--- src/rtl/spi_slave_ctrl_if.sv ---
// System-side word interface of the SPI slave controller: TX word handshake,
// RX word presentation and end-of-frame status.
interface spi_slave_ctrl_if #(
    parameter int DATA_W = 8
);
    logic [DATA_W-1:0] tx_data_i;
    logic              tx_valid_i;
    logic              tx_ready_o;
    logic              tx_underrun_o;
    logic [DATA_W-1:0] rx_data_o;
    logic              rx_valid_o;
    logic              frame_done_o;
    logic              partial_o;

    modport slave (
        input  tx_data_i, tx_valid_i,
        output tx_ready_o, tx_underrun_o, rx_data_o, rx_valid_o, frame_done_o, partial_o
    );

    modport master (
        output tx_data_i, tx_valid_i,
        input  tx_ready_o, tx_underrun_o, rx_data_o, rx_valid_o, frame_done_o, partial_o
    );
endinterface

--- src/rtl/spi_slave_ctrl.sv ---
// SPI mode-0 slave frame controller, MSB first; pads are synchronised into clk_i (3-cycle pin latency).
// TX words are taken with a single-cycle ready pulse; RX has no backpressure (a new word overwrites).
module sync_fd (
    input  logic clk_i,
    input  logic rst_i,
    input  logic d_i,
    output logic q_o,
    output logic rise_o,
    output logic fall_o
);
    logic [2:0] ff;

    // Resetting to 0 means a cs_n held low across reset never produces a falling pulse.
    always_ff @(posedge clk_i) begin
        if (rst_i) ff <= 3'b000;
        else       ff <= {ff[1:0], d_i};
    end

    assign q_o    = ff[1];
    assign rise_o = ff[1] & ~ff[2];
    assign fall_o = ~ff[1] & ff[2];
endmodule

module spi_slave_ctrl #(
    parameter int                DATA_W = 8,
    parameter logic [DATA_W-1:0] DUMMY  = 'hFF
) (
    input  logic              clk_i,
    input  logic              rst_i,
    input  logic              sclk_i,
    input  logic              cs_n_i,
    input  logic              mosi_i,
    output logic              miso_o,
    output logic              miso_oe_o,
    spi_slave_ctrl_if.slave   sys
);
    localparam int CW = $clog2(DATA_W);
    localparam logic [CW-1:0] LAST = CW'(DATA_W - 1);

    typedef enum logic [1:0] {IDLE, SHIFT, RELOAD} state_t;

    logic sclk_s, sclk_rise, sclk_fall;
    logic cs_s, cs_rise, cs_fall;
    logic mosi_s, mosi_rise, mosi_fall;

    sync_fd u_sync_sclk (.clk_i(clk_i), .rst_i(rst_i), .d_i(sclk_i), .q_o(sclk_s), .rise_o(sclk_rise), .fall_o(sclk_fall));
    sync_fd u_sync_cs   (.clk_i(clk_i), .rst_i(rst_i), .d_i(cs_n_i), .q_o(cs_s),   .rise_o(cs_rise),   .fall_o(cs_fall));
    sync_fd u_sync_mosi (.clk_i(clk_i), .rst_i(rst_i), .d_i(mosi_i), .q_o(mosi_s), .rise_o(mosi_rise), .fall_o(mosi_fall));

    logic unused_sync;
    assign unused_sync = sclk_s ^ cs_s ^ mosi_rise ^ mosi_fall;

    state_t            state, state_n;
    logic [CW-1:0]     bit_cnt;
    logic [DATA_W-1:0] rx_sh, tx_sh, rx_data;
    logic              rx_valid, frame_done, partial, oe;
    logic              load, tx_shift, rx_shift, word_done, end_frame;

    // cs_n rising takes priority over any sclk pulse in the same cycle.
    always_comb begin
        state_n   = state;
        load      = 1'b0;
        tx_shift  = 1'b0;
        rx_shift  = 1'b0;
        word_done = 1'b0;
        end_frame = 1'b0;
        case (state)
            IDLE: begin
                if (cs_fall) begin
                    load    = 1'b1;
                    state_n = SHIFT;
                end
            end
            SHIFT: begin
                if (cs_rise) begin
                    end_frame = 1'b1;
                    state_n   = IDLE;
                end else if (sclk_rise) begin
                    rx_shift = 1'b1;
                    if (bit_cnt == LAST) begin
                        word_done = 1'b1;
                        state_n   = RELOAD;
                    end
                end else if (sclk_fall) begin
                    tx_shift = 1'b1;
                end
            end
            RELOAD: begin
                if (cs_rise) begin
                    end_frame = 1'b1;
                    state_n   = IDLE;
                end else if (sclk_fall) begin
                    load    = 1'b1;
                    state_n = SHIFT;
                end
            end
            default: state_n = IDLE;
        endcase
    end

    always_ff @(posedge clk_i) begin
        if (rst_i) begin
            state      <= IDLE;
            bit_cnt    <= '0;
            rx_sh      <= '0;
            tx_sh      <= '0;
            rx_data    <= '0;
            rx_valid   <= 1'b0;
            frame_done <= 1'b0;
            partial    <= 1'b0;
            oe         <= 1'b0;
        end else begin
            state      <= state_n;
            rx_valid   <= word_done;
            frame_done <= end_frame;
            partial    <= end_frame && (state == SHIFT) && (bit_cnt != '0);

            if (load)          tx_sh <= sys.tx_valid_i ? sys.tx_data_i : DUMMY;
            else if (tx_shift) tx_sh <= {tx_sh[DATA_W-2:0], 1'b0};

            if (load || end_frame) bit_cnt <= '0;
            else if (rx_shift)     bit_cnt <= word_done ? '0 : bit_cnt + CW'(1);

            if (end_frame)     rx_sh <= '0;
            else if (rx_shift) rx_sh <= {rx_sh[DATA_W-2:0], mosi_s};

            if (word_done) rx_data <= {rx_sh[DATA_W-2:0], mosi_s};

            if (load && state == IDLE) oe <= 1'b1;
            else if (end_frame)        oe <= 1'b0;
        end
    end

    assign sys.tx_ready_o    = load & sys.tx_valid_i & ~rst_i;
    assign sys.tx_underrun_o = load & ~sys.tx_valid_i & ~rst_i;
    assign sys.rx_data_o     = rx_data;
    assign sys.rx_valid_o    = rx_valid;
    assign sys.frame_done_o  = frame_done;
    assign sys.partial_o     = partial;
    assign miso_oe_o         = oe;
    assign miso_o            = oe & tx_sh[DATA_W-1];
endmodule
--- src/flat_wrapper.sv ---
// flat-port wrapper written by rule: the top's interface ports become plain ports
module spi_slave_ctrl_flat 
#(
    parameter int                DATA_W = 8,
    parameter logic [DATA_W-1:0] DUMMY  = 'hFF
)
  (clk_i, rst_i, sclk_i, cs_n_i, mosi_i, miso_o, miso_oe_o, sys_tx_data_i, sys_tx_valid_i, sys_tx_ready_o, sys_tx_underrun_o, sys_rx_data_o, sys_rx_valid_o, sys_frame_done_o, sys_partial_o);
  spi_slave_ctrl_if #(.DATA_W(DATA_W)) sys_i ();
  input  logic clk_i;
  input  logic rst_i;
  input  logic sclk_i;
  input  logic cs_n_i;
  input  logic mosi_i;
  output logic miso_o;
  output logic miso_oe_o;
  input wire logic [$bits(sys_i.tx_data_i)-1:0] sys_tx_data_i;
  input wire logic [$bits(sys_i.tx_valid_i)-1:0] sys_tx_valid_i;
  output wire logic [$bits(sys_i.tx_ready_o)-1:0] sys_tx_ready_o;
  output wire logic [$bits(sys_i.tx_underrun_o)-1:0] sys_tx_underrun_o;
  output wire logic [$bits(sys_i.rx_data_o)-1:0] sys_rx_data_o;
  output wire logic [$bits(sys_i.rx_valid_o)-1:0] sys_rx_valid_o;
  output wire logic [$bits(sys_i.frame_done_o)-1:0] sys_frame_done_o;
  output wire logic [$bits(sys_i.partial_o)-1:0] sys_partial_o;
  assign sys_i.tx_data_i = sys_tx_data_i;
  assign sys_i.tx_valid_i = sys_tx_valid_i;
  assign sys_tx_ready_o = sys_i.tx_ready_o;
  assign sys_tx_underrun_o = sys_i.tx_underrun_o;
  assign sys_rx_data_o = sys_i.rx_data_o;
  assign sys_rx_valid_o = sys_i.rx_valid_o;
  assign sys_frame_done_o = sys_i.frame_done_o;
  assign sys_partial_o = sys_i.partial_o;
  spi_slave_ctrl #(.DATA_W(DATA_W), .DUMMY(DUMMY)) u_core (.clk_i(clk_i), .rst_i(rst_i), .sclk_i(sclk_i), .cs_n_i(cs_n_i), .mosi_i(mosi_i), .miso_o(miso_o), .miso_oe_o(miso_oe_o), .sys(sys_i));
endmodule
--- config.mk ---
export PLATFORM = sky130hd
export DESIGN_NAME = spi_slave_ctrl_flat
export DESIGN_NICKNAME = d
export VERILOG_FILES = /design/src/rtl/spi_slave_ctrl_if.sv /design/src/rtl/spi_slave_ctrl.sv /design/src/flat_wrapper.sv
export SDC_FILE = /design/constraint.sdc
export NUM_CORES = 1
export LEC_CHECK = 0
export BUFFER_PORTS_ARGS = -buffer_cell sky130_fd_sc_hd__buf_2
export CORE_MARGIN = 4
export CORE_UTILIZATION = 50
export CTS_BUF_LIST = sky130_fd_sc_hd__clkbuf_16
export DETAILED_ROUTE_END_ITERATION = 8
export GPL_ROUTABILITY_DRIVEN = 0
export GPL_TIMING_DRIVEN = 0
export PLACE_DENSITY = 0.75
export SLEW_MARGIN = 10
export SYNTH_ARGS = -nofsm -noshare
export SYNTH_HDL_FRONTEND = slang
export SYNTH_SLANG_ARGS = --single-unit
--- constraint.sdc ---
create_clock -name clk_i -period 1.6 [get_ports clk_i]
set_clock_uncertainty 0.15 [all_clocks]
set_input_delay 0.32 -clock clk_i [delete_from_list [all_inputs] [get_ports clk_i]]
set_output_delay 0.32 -clock clk_i [all_outputs]
set_load 0.1 [all_outputs]
# Word level (Yosys, flattened, before mapping)
# Index checks and enable logic that the tools add are counted.
[op_classes]
n_addsub = 1
n_eq_ne = 7
muxes = 29
bitwise = 15
reduce_logical = 12
[ops]
columns = ["operator", "n"]
rows = [
  ["8-bit two-way mux", 3],
  ["1-bit two-way mux", 17],
  ["2-bit two-way mux", 6],
  ["1-bit AND", 9],
  ["3-bit by 1-bit inequality test with 1-bit output, second input constant", 3],
  ["1-bit NOT", 6],
  ["2-bit case mux with 3 select lines", 1],
  ["2-bit OR reduction", 3],
  ["4-bit AND reduction", 1],
  ["2-bit nonzero test", 2],
  ["3-bit by 1-bit adder with 3-bit output, second input constant", 1],
  ["3-bit equality test, second input constant", 1],
  ["1-bit logical AND", 3],
  ["3-bit two-way mux", 1],
  ["3-bit nonzero test", 1],
  ["2-bit by 1-bit equality test with 1-bit output, second input constant", 1],
  ["2-bit equality test, second input constant", 1],
  ["2-bit logical NOT", 1],
  ["2-bit by 1-bit inequality test with 1-bit output, second input constant", 1],
  ["1-bit case mux with 2 select lines", 1],
  ["1-bit logical OR", 1],
]
[totals]
ff_bits = 40
input_bits = 14
elab_cells = 76

# Depth between registers and ports, before layout
# Gate-level depths: netlist (run 1).
[logic_depth]
ltp_word = 8
mapped_depth = 8
mapped_depth_nobuf = 6

# Hierarchy
# From an unflattened synthesis (run 1), not the netlist that was laid out.
[unflattened]
cells_unflattened = 200
hier_area_um2 = 1769.2
[modules_own_cells]
columns = ["mod", "instances", "cells_per_inst", "area_per_inst_um2", "seq_area_each_um2"]
rows = [
  ["spi_slave_ctrl", 1, 176, 1495.2, 640.6],
  ["sync_fd", 3, 8, 91.3, 60.1],
]

# Worst setup path before layout (run 1)
# No wires, ideal clock.
[synth_timing]
path_type = "register to output"
start = "register u_core.state[1]"
end = "output port sys_tx_underrun_o"
t_arrival_ns = 2.353
t_required_ns = 1.130
setup_slack_ns = -1.223
stages_incl_launch_ff = 6
path_cell_list = "dfxtp_1 -> inv_1 -> ha_1 -> nand3b_1 -> a31oi_1 -> nor2b_1"
[synth_between]
elab_chain_cells = 4
elab_cells_between_ends = 5
classes_between = "eq/ne: 1; mux: 1; bitwise: 2; reduce/logical: 1"
[synth_lines]
columns = ["item", "line_no", "text"]
rows = [
  ["start: declaration", "spi_slave_ctrl.sv:53", "state_t state, state_n;"],
  ["start signal: assignment", "spi_slave_ctrl.sv:113", "state <= state_n;"],
  ["2-bit equality test or 2-bit logical NOT (tied branches)", "spi_slave_ctrl.sv:67", "case (state)"],
  ["1-bit case mux with 2 select lines (*)", "spi_slave_ctrl.sv:67", ""],
  ["1-bit AND (*) (2 in series)", "spi_slave_ctrl.sv:135", "assign sys.tx_underrun_o = load & ~sys.tx_valid_i & ~rst_i;"],
  ["end: declaration", "flat_wrapper.sv:19", "output wire logic [$bits(sys_i.tx_underrun_o)-1:0] sys_tx_underrun_o;"],
]
# Mark *: on every way between the ends. The rest lies on a longest branch, timed or not.

# Worst setup path in the final report (run 1)
[layout_timing]
start = "register u_core.state[0]"
end = "output port sys_tx_underrun_o"
# The elaborated chain is that of the path after synthesis.

==> metrics.csv, run 1 <==
stage,metric,value,unit
worst_setup_path,startpoint_type,register,
route,drtIter0Drc,127,
clock_tree,htree_levels,2,
min_path,hold_path_class,in2reg,
synth,synth_nets,216,
clock_tree,cts_tree,yes,
global_routing,grt_pass1_vias,1382,
route,via_per_inst,5.273,
clock_tree,clockRootBuffer,clkbuf_16,
sta,slew_viol_final,0,
clock_tree,holdBufCountCts,0,
floorplan,ios,29,
floorplan,die_height,67.74,µm
sta,setup-tns-final,-2832,ps
sta,fmax,449.1,MHz
clock_tree,clk_path_buf_depth,2,
route,wl,4371,µm
worst_setup_path,cp-startpoint,u_core.state[0],
place,io_buffers,27,
floorplan,initial_core_util,52.64,%
sta,min_period_over_period,139.2,%
layout,final_nets,267,
clock_tree,numCtsBuffers,5,
worst_setup_path,slowest_delay,340,ps
route,wl_per_cell,14.92,µm
route,ant_nets,0,
worst_setup_path,path_max_fanout,4,
power_and_ir_drop,p_leak,1.030,nW
layout,drive_gt1_share,42.11,%
floorplan,die-area,0.004588,mm²
worst_setup_path,r2r_start,u_core.state[0],
worst_setup_path,worst-path-buf-inv,2,
global_routing,gr-total-overflow,0,
global_routing,grt_max_degree,14,
worst_setup_path,rr_endpoint,u_core.tx_sh[7],
worst_setup_path,cp_slowest_cell,dfxtp_4,
route,first_pass_iters,4,
worst_setup_path,path_depth,6,
clock_tree,clk_pin_slew,50,ps
worst_setup_path,critical-path-top-delay-family,simple AND/OR/NAND/NOR gates,
worst_setup_path,reg2reg_setup_slack,-200,ps
floorplan,core_area,0.003390,mm²
global_routing,grt_pass1_wl,6348,µm
synth,synth.distinct_cells,39,
place,placed_cells_incl_taps,268,
layout,final_cell_mix,"dfxtp_1 (35), nand2_1 (28), buf_2 (24)",
layout,area_growth,38.92,%
worst_setup_path,worstSetupPathType,reg2out,
synth,syn_inst,195,
sta,layout_setup_ws,-626.7,ps
worst_setup_path,cp_cell_sequence,"inv_4, ha_4, nand4b_1, a31oi_4, nor2b_4, buf_12",
power_and_ir_drop,power_density,978.3,mW/mm²
sta,grt_setup_unrepaired,yes,
synth,async_flop_share,0,%
worst_setup_path,cp-endpoint,sys_tx_underrun_o,
synth,ys_seq_area_share,44.88,%
synth,netlist_area,0.001784,mm²
synth,synth-main-ff-cell,dfxtp_1,
run,cap_violations,0,
synth,ys_seq_elements,40,
layout,final_cells,293,
sta,hold_violations,0,
floorplan,rows,21,
route,num_vias,1545,
sta,layout_min_cycle_time,2227,ps
clock_tree,clk_latency,280,ps
place,dpl.hpwl,2509,µm
route,drc,0,
synth,avgSynthCellArea,9.150,µm²
worst_setup_path,cp.required,1130,ps
worst_setup_path,worstSetupEndpointType,primary output,
sta,worst_pin_slew,575.9,ps
synth,ys_warn_count,0,
outcome,violations,setup timing,
power_and_ir_drop,ir_worst_vdd,585.5,µV
clock_tree,clock_sinks,40,
global_routing,grt_use_total,18.77,%
synth,synth_edf_count,0,
sta,maxSlewHeadroom,61.61,%
worst_setup_path,crit_arrival,1760,ps
global_routing,antenna_found_initial,0,
floorplan,fp.dieW,67.74,µm
outcome,status,finished with violations,
worst_setup_path,ff2ff_path_depth,8,
layout,mostFrequentLayoutCell,dfxtp_1,
sta,setup_viol,14,
layout,n_antenna_cell,0,
[synth_stat cells, types with 2 or more instances]
cell type / n / area, µm²
a21oi_1: 17 / 85.08
a21oi_2: 3 / 26.28
a31oi_1: 8 / 50.05
and2_1: 3 / 18.77
buf_2: 2 / 10.01
buf_6: 2 / 22.52
clkbuf_1: 3 / 11.26
dfxtp_1: 40 / 800.8
ha_1: 7 / 87.58
inv_1: 16 / 60.06
mux2_1: 8 / 90.09
nand2_1: 28 / 105.1
nand3_1: 9 / 45.04
nand3_2: 4 / 40.04
nor2_1: 3 / 11.26
nor2b_1: 9 / 56.30
nor3_1: 3 / 15.01
o21a_1: 7 / 52.55
o21ai_0: 3 / 15.01
[worst register-to-register path: stages, from the launching register on]
cell	delay, ps
dfxtp_4	340
inv_4	80
ha_4	170
nand4b_1	220
buf_4	220
nand3_4	150
buf_6	140
a31oi_1	90
o21a_1	140
[report_power, final]
part	internal, mW	leakage [nW]	switching, mW
Sequential	1.03	0.327	0.0208
Combinational	0.195	0.629	0.214
Clock	0.574	0.0736	0.392
[worst min path at each step]
| stage | slack [ps] | end | startpoint | cells after the start |
|---|---|---|---|---|
| finish | 100 | u_core.u_sync_cs.ff[0] | cs_n_i | 2 |
| global route | 110 | u_core.u_sync_cs.ff[0] | cs_n_i | 2 |
| CTS | 90 | u_core.u_sync_cs.ff[0] | cs_n_i | 2 |
| detailed placement | 280 | u_core.u_sync_cs.ff[1] | u_core.u_sync_cs.ff[0] | 1 |
| global placement | 270 | u_core.u_sync_cs.ff[1] | u_core.u_sync_cs.ff[0] | 1 |
| floorplan | 260 | u_core.u_sync_cs.ff[1] | u_core.u_sync_cs.ff[0] | 1 |
[final cells by class]
type	instances	area (µm²)
fill	221	910.9
clock buffer	5	125.1
inverter	16	65.06
multi-input combinational	130	1018
sequential	40	812.0
timing repair buffer	45	317.8
buffer	8	63.81
clock inverter	3	18.77
tap	46	57.56
[kinds of logic (layout without fill, tap and decap cells)]
family                     count (synthesis)  after routing  share of synthesized area [%]
and+or+nand+nor                           71             72                          22.02
AOI/OAI and AO/OA                         43             43                          15.99
DFF                                       40             40                          44.88
buffers and inverters                     26             77                          7.152
muxes                                      8              8                          5.049
adders and majority gates                  7              7                          4.909
[registers in the layout, summed over array words and instances, names as in the netlist, 2 cells and up]
signal,count
u_core.u_sync_mosi.ff,2
u_core.sys.rx_data_o,8
u_core.bit_cnt,3
u_core.u_sync_sclk.ff,3
u_core.rx_sh,7
u_core.u_sync_cs.ff,3
u_core.state,2
u_core.tx_sh,8
[metal layers]
metal  vias up  global-route usage [%]  routed length, µm
met2        47                   28.31               2116
met5         -                       0                  0
li1        769                       -                  -
met3        10                   6.489                257
met4         0                   8.608                 74
met1       719                   23.91               1923
[repair_timing]
action	CTS	global route
buffers inserted	5	12
resized for setup	27	25
pin swaps	3	11
cloned	0	2
hold endpoints to repair	0	0
endpoints found under the setup margin	31	27
[per-stage QoR]
step	hold slack, ps	setup WS [ps]	util, %	total power, mW	cell area [µm²]
final	95.95	-626.7	73.13	2.425	2479
after global routing	107.5	-700.7	73.13	2.526	2479
after CTS	92.25	-567.5	67.55	2.389	2290
after detailed placement	277.7	-525.0	59.58	1.359	2019
after global placement	266.4	-514.1	59.58	1.351	2019
after floorplan	263.8	-332.9	-	1.291	1827
Note: power is estimated with default switching activity, not from simulation.
==> run 2: changes to the inputs <==
--- a/config.mk
+++ b/config.mk
@@ -7,12 +7,12 @@
 export LEC_CHECK = 0
 export BUFFER_PORTS_ARGS = -buffer_cell sky130_fd_sc_hd__buf_2
 export CORE_MARGIN = 4
-export CORE_UTILIZATION = 50
+export CORE_UTILIZATION = 55
 export CTS_BUF_LIST = sky130_fd_sc_hd__clkbuf_16
 export DETAILED_ROUTE_END_ITERATION = 8
 export GPL_ROUTABILITY_DRIVEN = 0
 export GPL_TIMING_DRIVEN = 0
-export PLACE_DENSITY = 0.75
+export PLACE_DENSITY = 0.78
 export SLEW_MARGIN = 10
 export SYNTH_ARGS = -nofsm -noshare
 export SYNTH_HDL_FRONTEND = slang
==> constraint.sdc (replaced) <==
create_clock -name clk_i -period 2.15 [get_ports clk_i]
set_clock_uncertainty 0.15 [all_clocks]
set_input_delay 0.43 -clock clk_i [delete_from_list [all_inputs] [get_ports clk_i]]
set_output_delay 0.43 -clock clk_i [all_outputs]
set_load 0.1 [all_outputs]
==> run 2 against run 1 <==
Worst hold slack gained 110 ps. The run still ends with setup timing left. Routed wire length shrank 13%. First-iteration DRC count shrank 19%. Highest routed layer unchanged.
==> metrics.csv, run 2 (synthesis results as in run 1) <==
stage,metric,value,unit
sta,worst_pin_slew,547.0,ps
outcome,status,finished with violations,
route,drc,0,
layout,mostFrequentLayoutCell,dfxtp_1,
sta,hold_violations,0,
global_routing,gr-total-overflow,0,
power_and_ir_drop,sw_frac_of_total,24.92,%
clock_tree,cts_tree,yes,
floorplan,die-area,0.004219,mm²
power_and_ir_drop,total_power,1.708,mW
global_routing,grt_pass1_wl,6499,µm
clock_tree,clk_latency,280,ps
power_and_ir_drop,p_int,1.283,mW
sta,fmax,446.5,MHz
place,io_buffers,27,
floorplan,core_area,0.003078,mm²
clock_tree,clockRootBuffer,clkbuf_16,
clock_tree,htree_levels,2,
worst_setup_path,r2r_start,u_core.state[0],
layout,n_antenna_cell,0,
global_routing,top_usage_layer,met2,
worst_setup_path,slowest_delay,340,ps
worst_setup_path,cp-endpoint,sys_tx_underrun_o,
route,wl_per_cell,13.48,µm
layout,area_growth,27.07,%
power_and_ir_drop,power_density,753.4,mW/mm²
layout,drive_gt1_share,29.96,%
floorplan,fp.dieW,64.96,µm
power_and_ir_drop,p_sw,425.6,µW
worst_setup_path,worstSetupEndpointType,primary output,
route,via_per_inst,5.242,
clock_tree,clk_path_buf_depth,2,
power_and_ir_drop,clockPowerShare,40.7,%
layout,final_nets,257,
power_and_ir_drop,p_leak,0.9387,nW
worst_setup_path,path_max_fanout,5,
sta,slew_viol_final,0,
sta,grt_setup_unrepaired,yes,
layout,fin_area,0.002267,mm²
sta,min_period_over_period,104.2,%
sta,maxSlewHeadroom,63.53,%
run,cap_violations,0,
power_and_ir_drop,ir_worst_vdd,736.2,µV
sta,layout_min_cycle_time,2240,ps
sta,setup_viol,2,
route,wl,3787,µm
worst_setup_path,reg2reg_setup_slack,70,ps
layout,final_cell_mix,"dfxtp_1 (37), nand2_1 (28), buf_2 (26)",
sta,layout_setup_ws,-89.77,ps
worst_setup_path,cp-startpoint,u_core.state[1],
worst_setup_path,worstSetupPathType,reg2out,
place,dpl.hpwl,2447,µm
global_routing,grt_max_degree,13,
clock_tree,clock_sinks,40,
global_routing,grt_pass1_vias,1449,
floorplan,ios,29,
global_routing,grt_use_total,19.61,%
clock_tree,numCtsBuffers,5,
min_path,hold_path_class,in2reg,
floorplan,rows,20,
worst_setup_path,cp_cell_sequence,"inv_2, ha_4, nand3b_1, a31oi_2, nor2b_4, buf_12",
place,dpl-instance-area,0.001986,mm²
clock_tree,clk_pin_slew,50,ps
global_routing,use_met3,6.239,%
worst_setup_path,rr_endpoint,u_core.tx_sh[7],
floorplan,die_height,64.96,µm
power_and_ir_drop,power_frac_comb,13.6,%
clock_tree,holdBufCountCts,0,
worst_setup_path,crit_arrival,1660,ps
route,first_pass_iters,4,
outcome,violations,setup timing,
worst_setup_path,cp.required,1570,ps
global_routing,met1_usage,24.25,%
route,ant_nets,0,
worst_setup_path,cp_slowest_cell,dfxtp_2,
worst_setup_path,startpoint_type,register,
worst_setup_path,ff2ff_path_depth,11,
route,num_vias,1473,
route,drtIter0Drc,103,
global_routing,gr-usage-met2,34.10,%
power_and_ir_drop,p_seq_share,45.7,%
global_routing,antenna_found_initial,0,
floorplan,initial_core_util,57.97,%
run 2: cell types whose count changed in the layout (fill, tap and decap cells not counted), sizes merged:
cell,before,now
clkbuf,8,9
clkinvlp,0,1
buf,50,40
inv,16,17
clkinv,3,1
and3,2,1
run 2: worst max-delay path, delay by kind of cell (launching register included):
family,cells,cell delay (ps)
flip-flops,1,340
AND/OR/NAND/NOR,2,340
AO/OA/AOI/OAI,1,270
buffers and inverters,2,260
adder cells (fa/ha/maj),1,160
run 2: area by class of cell:
type	instances	area, µm²
buffer	10	73.82
clock buffer	5	125.1
clock inverter	3	15.01
fill	226	810.8
inverter	16	62.56
multi-input combinational	129	913.4
sequential	40	804.5
tap	44	55.05
timing repair buffer	34	217.7
run 2: routing by layer:
layer / share of wire, % / wire (µm)
met1: 45 / 1694
met2: 50 / 1897
met3: 4.6 / 176
met4: 0.50 / 19
met5: 0 / 0
run 2: power by group through the flow:
stage / clock [mW] / combinational (mW) / sequential [mW]
global placement: 0 / 0.190 / 0.792
CTS: 0.701 / 0.223 / 0.779
detailed placement: 0 / 0.193 / 0.793
finish: 0.696 / 0.231 / 0.781
floorplan: 0 / 0.141 / 0.800
global route: 0.742 / 0.259 / 0.783
run 2: per-stage QoR:
stage / hold WS [ps] / TNS, ps / setup slack (ps) / util (%) / instances
finish: 207.5 / -174.3 / -89.77 / 73.66 / 281
global route: 219.8 / -409.8 / -168.1 / 73.66 / 281
CTS: 208.1 / -83.40 / -42.65 / 72.93 / 281
detailed placement: 280.4 / -414.6 / -209.9 / 64.51 / 266
global placement: 267.8 / -347.6 / -177.2 / 64.51 / 266
floorplan: 263.8 / 0 / 22.30 / - / 195
run 2: worst min path at each step:
| stage | startpoint | end | slack [ps] | cells past startpoint |
|---|---|---|---|---|
| 6_report | mosi_i | u_core.u_sync_mosi.ff[0] | 210 | 2 |
| 5_1_grt | mosi_i | u_core.u_sync_mosi.ff[0] | 220 | 2 |
| 4_1_cts | sclk_i | u_core.u_sync_sclk.ff[0] | 210 | 2 |
| 3_5_place_dp | u_core.u_sync_cs.ff[0] | u_core.u_sync_cs.ff[1] | 280 | 1 |
| 3_3_place_gp | u_core.u_sync_cs.ff[0] | u_core.u_sync_cs.ff[1] | 270 | 1 |
| 2_1_floorplan | u_core.u_sync_cs.ff[0] | u_core.u_sync_cs.ff[1] | 260 | 1 |
run 2: repair_timing:
| action | 4_1_cts | 5_1_grt |
|---|---|---|
| buffers inserted | 7 | 0 |
| pin swaps | 2 | 1 |
| endpoints found under the setup margin | 2 | 4 |
| resized for setup | 18 | 4 |
==> run 3: changes to the inputs <==
--- a/config.mk
+++ b/config.mk
@@ -5,6 +5,7 @@
 export SDC_FILE = /design/constraint.sdc
 export NUM_CORES = 1
 export LEC_CHECK = 0
+export ABC_AREA = 1
 export BUFFER_PORTS_ARGS = -buffer_cell sky130_fd_sc_hd__buf_2
 export CORE_MARGIN = 4
 export CORE_UTILIZATION = 55
==> run 3 against run 2 <==
The run now ends clean. Largest cell class unchanged. Core utilization is 0.49 points higher. Combinational power is 120% higher. Total power is 27% higher. Global-route usage is 1.2 points higher. Synthesized cell count is 28% higher. Final cell count is 18% higher. Design area is 1.5% higher. Worst setup slack better by 170 ps. Highest routed layer unchanged.
==> metrics.csv, run 3 <==
stage,metric,value,unit
clock_tree,holdBufCountCts,0,
power_and_ir_drop,total_power,2.174,mW
global_routing,gr-total-overflow,0,
worst_setup_path,slowest_delay,340,ps
floorplan,die-area,0.004292,mm²
synth,synth_nets,270,
sta,setup_viol,0,
global_routing,grt_use_total,20.83,%
synth,synth_commonest_cells,"nor2_1 (44), dfxtp_1 (40), nand2_1 (38)",
layout,final_nets,307,
sta,slew_viol_final,0,
min_path,hold_path_class,in2reg,
clock_tree,clk_path_buf_depth,2,
worst_setup_path,cp_slowest_cell,dfxtp_2,
place,dpl-instance-area,0.002088,mm²
global_routing,grt_pass1_wl,6886,µm
sta,hold_violations,0,
synth,synth.distinct_cells,25,
outcome,status,finished clean,
floorplan,core_area,0.003103,mm²
power_and_ir_drop,power_density,945.0,mW/mm²
route,drc,0,
layout,fin_area,0.002301,mm²
worst_setup_path,crit_arrival,1490,ps
power_and_ir_drop,p_leak,1.129,nW
clock_tree,clk_pin_slew,60,ps
sta,fmax,482.8,MHz
clock_tree,cts_tree,yes,
worst_setup_path,cp_cell_sequence,"inv_2, ha_4, nand3_4, nand2_8, inv_4, nor3_4, buf_6",
synth,synth.area.top_cells,"dfxtp_1 (44%), nor2_1 (9.1%), nand2_1 (7.8%)",
worst_setup_path,startpoint_type,register,
worst_setup_path,worstSetupPathType,reg2out,
worst_setup_path,path_max_fanout,4,
synth,ys_seq_area_share,44.02,%
route,first_pass_iters,4,
sta,worst_pin_slew,495.2,ps
clock_tree,clockRootBuffer,clkbuf_16,
floorplan,initial_core_util,58.63,%
worst_setup_path,ff2ff_path_depth,9,
clock_tree,clock_sinks,40,
layout,drive_gt1_share,25.09,%
place,dpl.hpwl,2629,µm
synth,netlist_area,0.001819,mm²
synth,avgSynthCellArea,7.306,µm²
place,io_buffers,28,
route,wl,3929,µm
layout,area_growth,26.48,%
synth,synth_top_area_share,44.02,%
floorplan,ios,29,
global_routing,grt_pass1_vias,1596,
synth,ys_seq_elements,40,
floorplan,fp.dieW,65.51,µm
clock_tree,htree_levels,2,
layout,n_antenna_cell,0,
sta,setup-tns-final,0,ps
synth,yosys.area.top_type,dfxtp_1,
route,ant_nets,0,
worst_setup_path,cp.required,1570,ps
clock_tree,numCtsBuffers,5,
route,drtIter0Drc,114,
layout,final_cell_mix,"nor2_1 (44), nand2_1 (38), dfxtp_1 (37)",
run,cap_violations,0,
route,via_per_inst,5.112,
route,wl_per_cell,11.87,µm
route,num_vias,1692,
global_routing,antenna_found_initial,0,
synth,yosysMostFrequentCell,nor2_1,
synth,ys_warn_count,0,
layout,mostFrequentLayoutCell,nor2_1,
synth,synth-main-ff-cell,dfxtp_1,
min_path,min_path_cells,3,
synth,synth_edf_count,0,
floorplan,die_height,65.51,µm
sta,layout_min_cycle_time,2071,ps
global_routing,grt_max_degree,13,
layout,fillCellCount,267,
sta,maxSlewHeadroom,66.99,%
power_and_ir_drop,ir_worst_vdd,494.0,µV
synth,syn_inst,249,
clock_tree,clk_latency,280,ps
synth,async_flop_share,0,%
floorplan,rows,20,
sta,min_period_over_period,96.34,%
sta,grt_setup_unrepaired,no,
worst_setup_path,worstSetupEndpointType,primary output,
==> run 3: changes by cell type after synthesis, moves of 9 or more <==
cell     previous run  this run
nor2_1              3        44
o21ai_0             3        15
inv_1              16        37
nand2_1            28        38
nor2b_1             9         0
==> run 3: timing repair <==
item	CTS	global route
buffers inserted	2	1
pin swaps	1	2
setup endpoints to repair	2	2
resized for setup	8	1
==> run 3: cell type report <==
class | count | area, µm² | area share (%)
clock inverters | 3 | 38.79 | 1.686
inverters | 40 | 155.1 | 6.743
multi-input cells | 162 | 908.4 | 39.48
clock buffers | 5 | 125.1 | 5.438
well taps | 44 | 55.05 | 2.393
repair buffers | 31 | 183.9 | 7.993
flip-flops and latches | 40 | 804.5 | 34.96
plain buffers | 6 | 30.03 | 1.305
==> run 3: worst max-delay path, delay by kind of cell, from the launching register on <==
kind | cells | cell delay, ps
adders and majority gates | 1 | 170
DFF | 1 | 340
buffers and inverters | 3 | 370
and+or+nand+nor | 3 | 320
==> run 3: power breakdown <==
group	internal, mW	switching [mW]	leakage (nW)
clock	0.541	0.283	0.0850
sequential	0.795	0.0436	0.326
combinational	0.198	0.315	0.718
total	1.53	0.641	1.13
==> run 3: metrics by stage <==
step / std cells / worst slack (ps) / util, % / hold WS, ps
detailed placement: 321 / -36.03 / 67.30 / 248.7
global placement: 321 / -33.54 / 67.30 / 240.3
floorplan: 249 / -137.6 / - / 238.3
global route: 331 / 21.94 / 74.15 / 224.5
finish: 331 / 78.77 / 74.15 / 206.7
CTS: 330 / 5.184 / 73.83 / 207.5
==> run 3: cells by family after synthesis <==
family	synth area share (%)
simple gates	31.84
buf+inv	10.52
flops	44.02
compound gates	8.803
fa+ha+maj	4.814
==> run 3: routing by layer <==
metal	GRT usage, %	part of all wire, %
met5	0	0
met4	10.36	1.2
met3	4.615	6.2
met2	33.63	48
met1	26.07	44
==> run 3: final timing paths <==
kind	slack (ps)	end	from
max	80	sys_tx_underrun_o	u_core.state[1]
min	210	u_core.u_sync_sclk.ff[0]	sclk_i
max reg2reg	380	u_core.bit_cnt[2]	u_core.bit_cnt[1]
min reg2reg	250	u_core.u_sync_mosi.ff[1]	u_core.u_sync_mosi.ff[0]
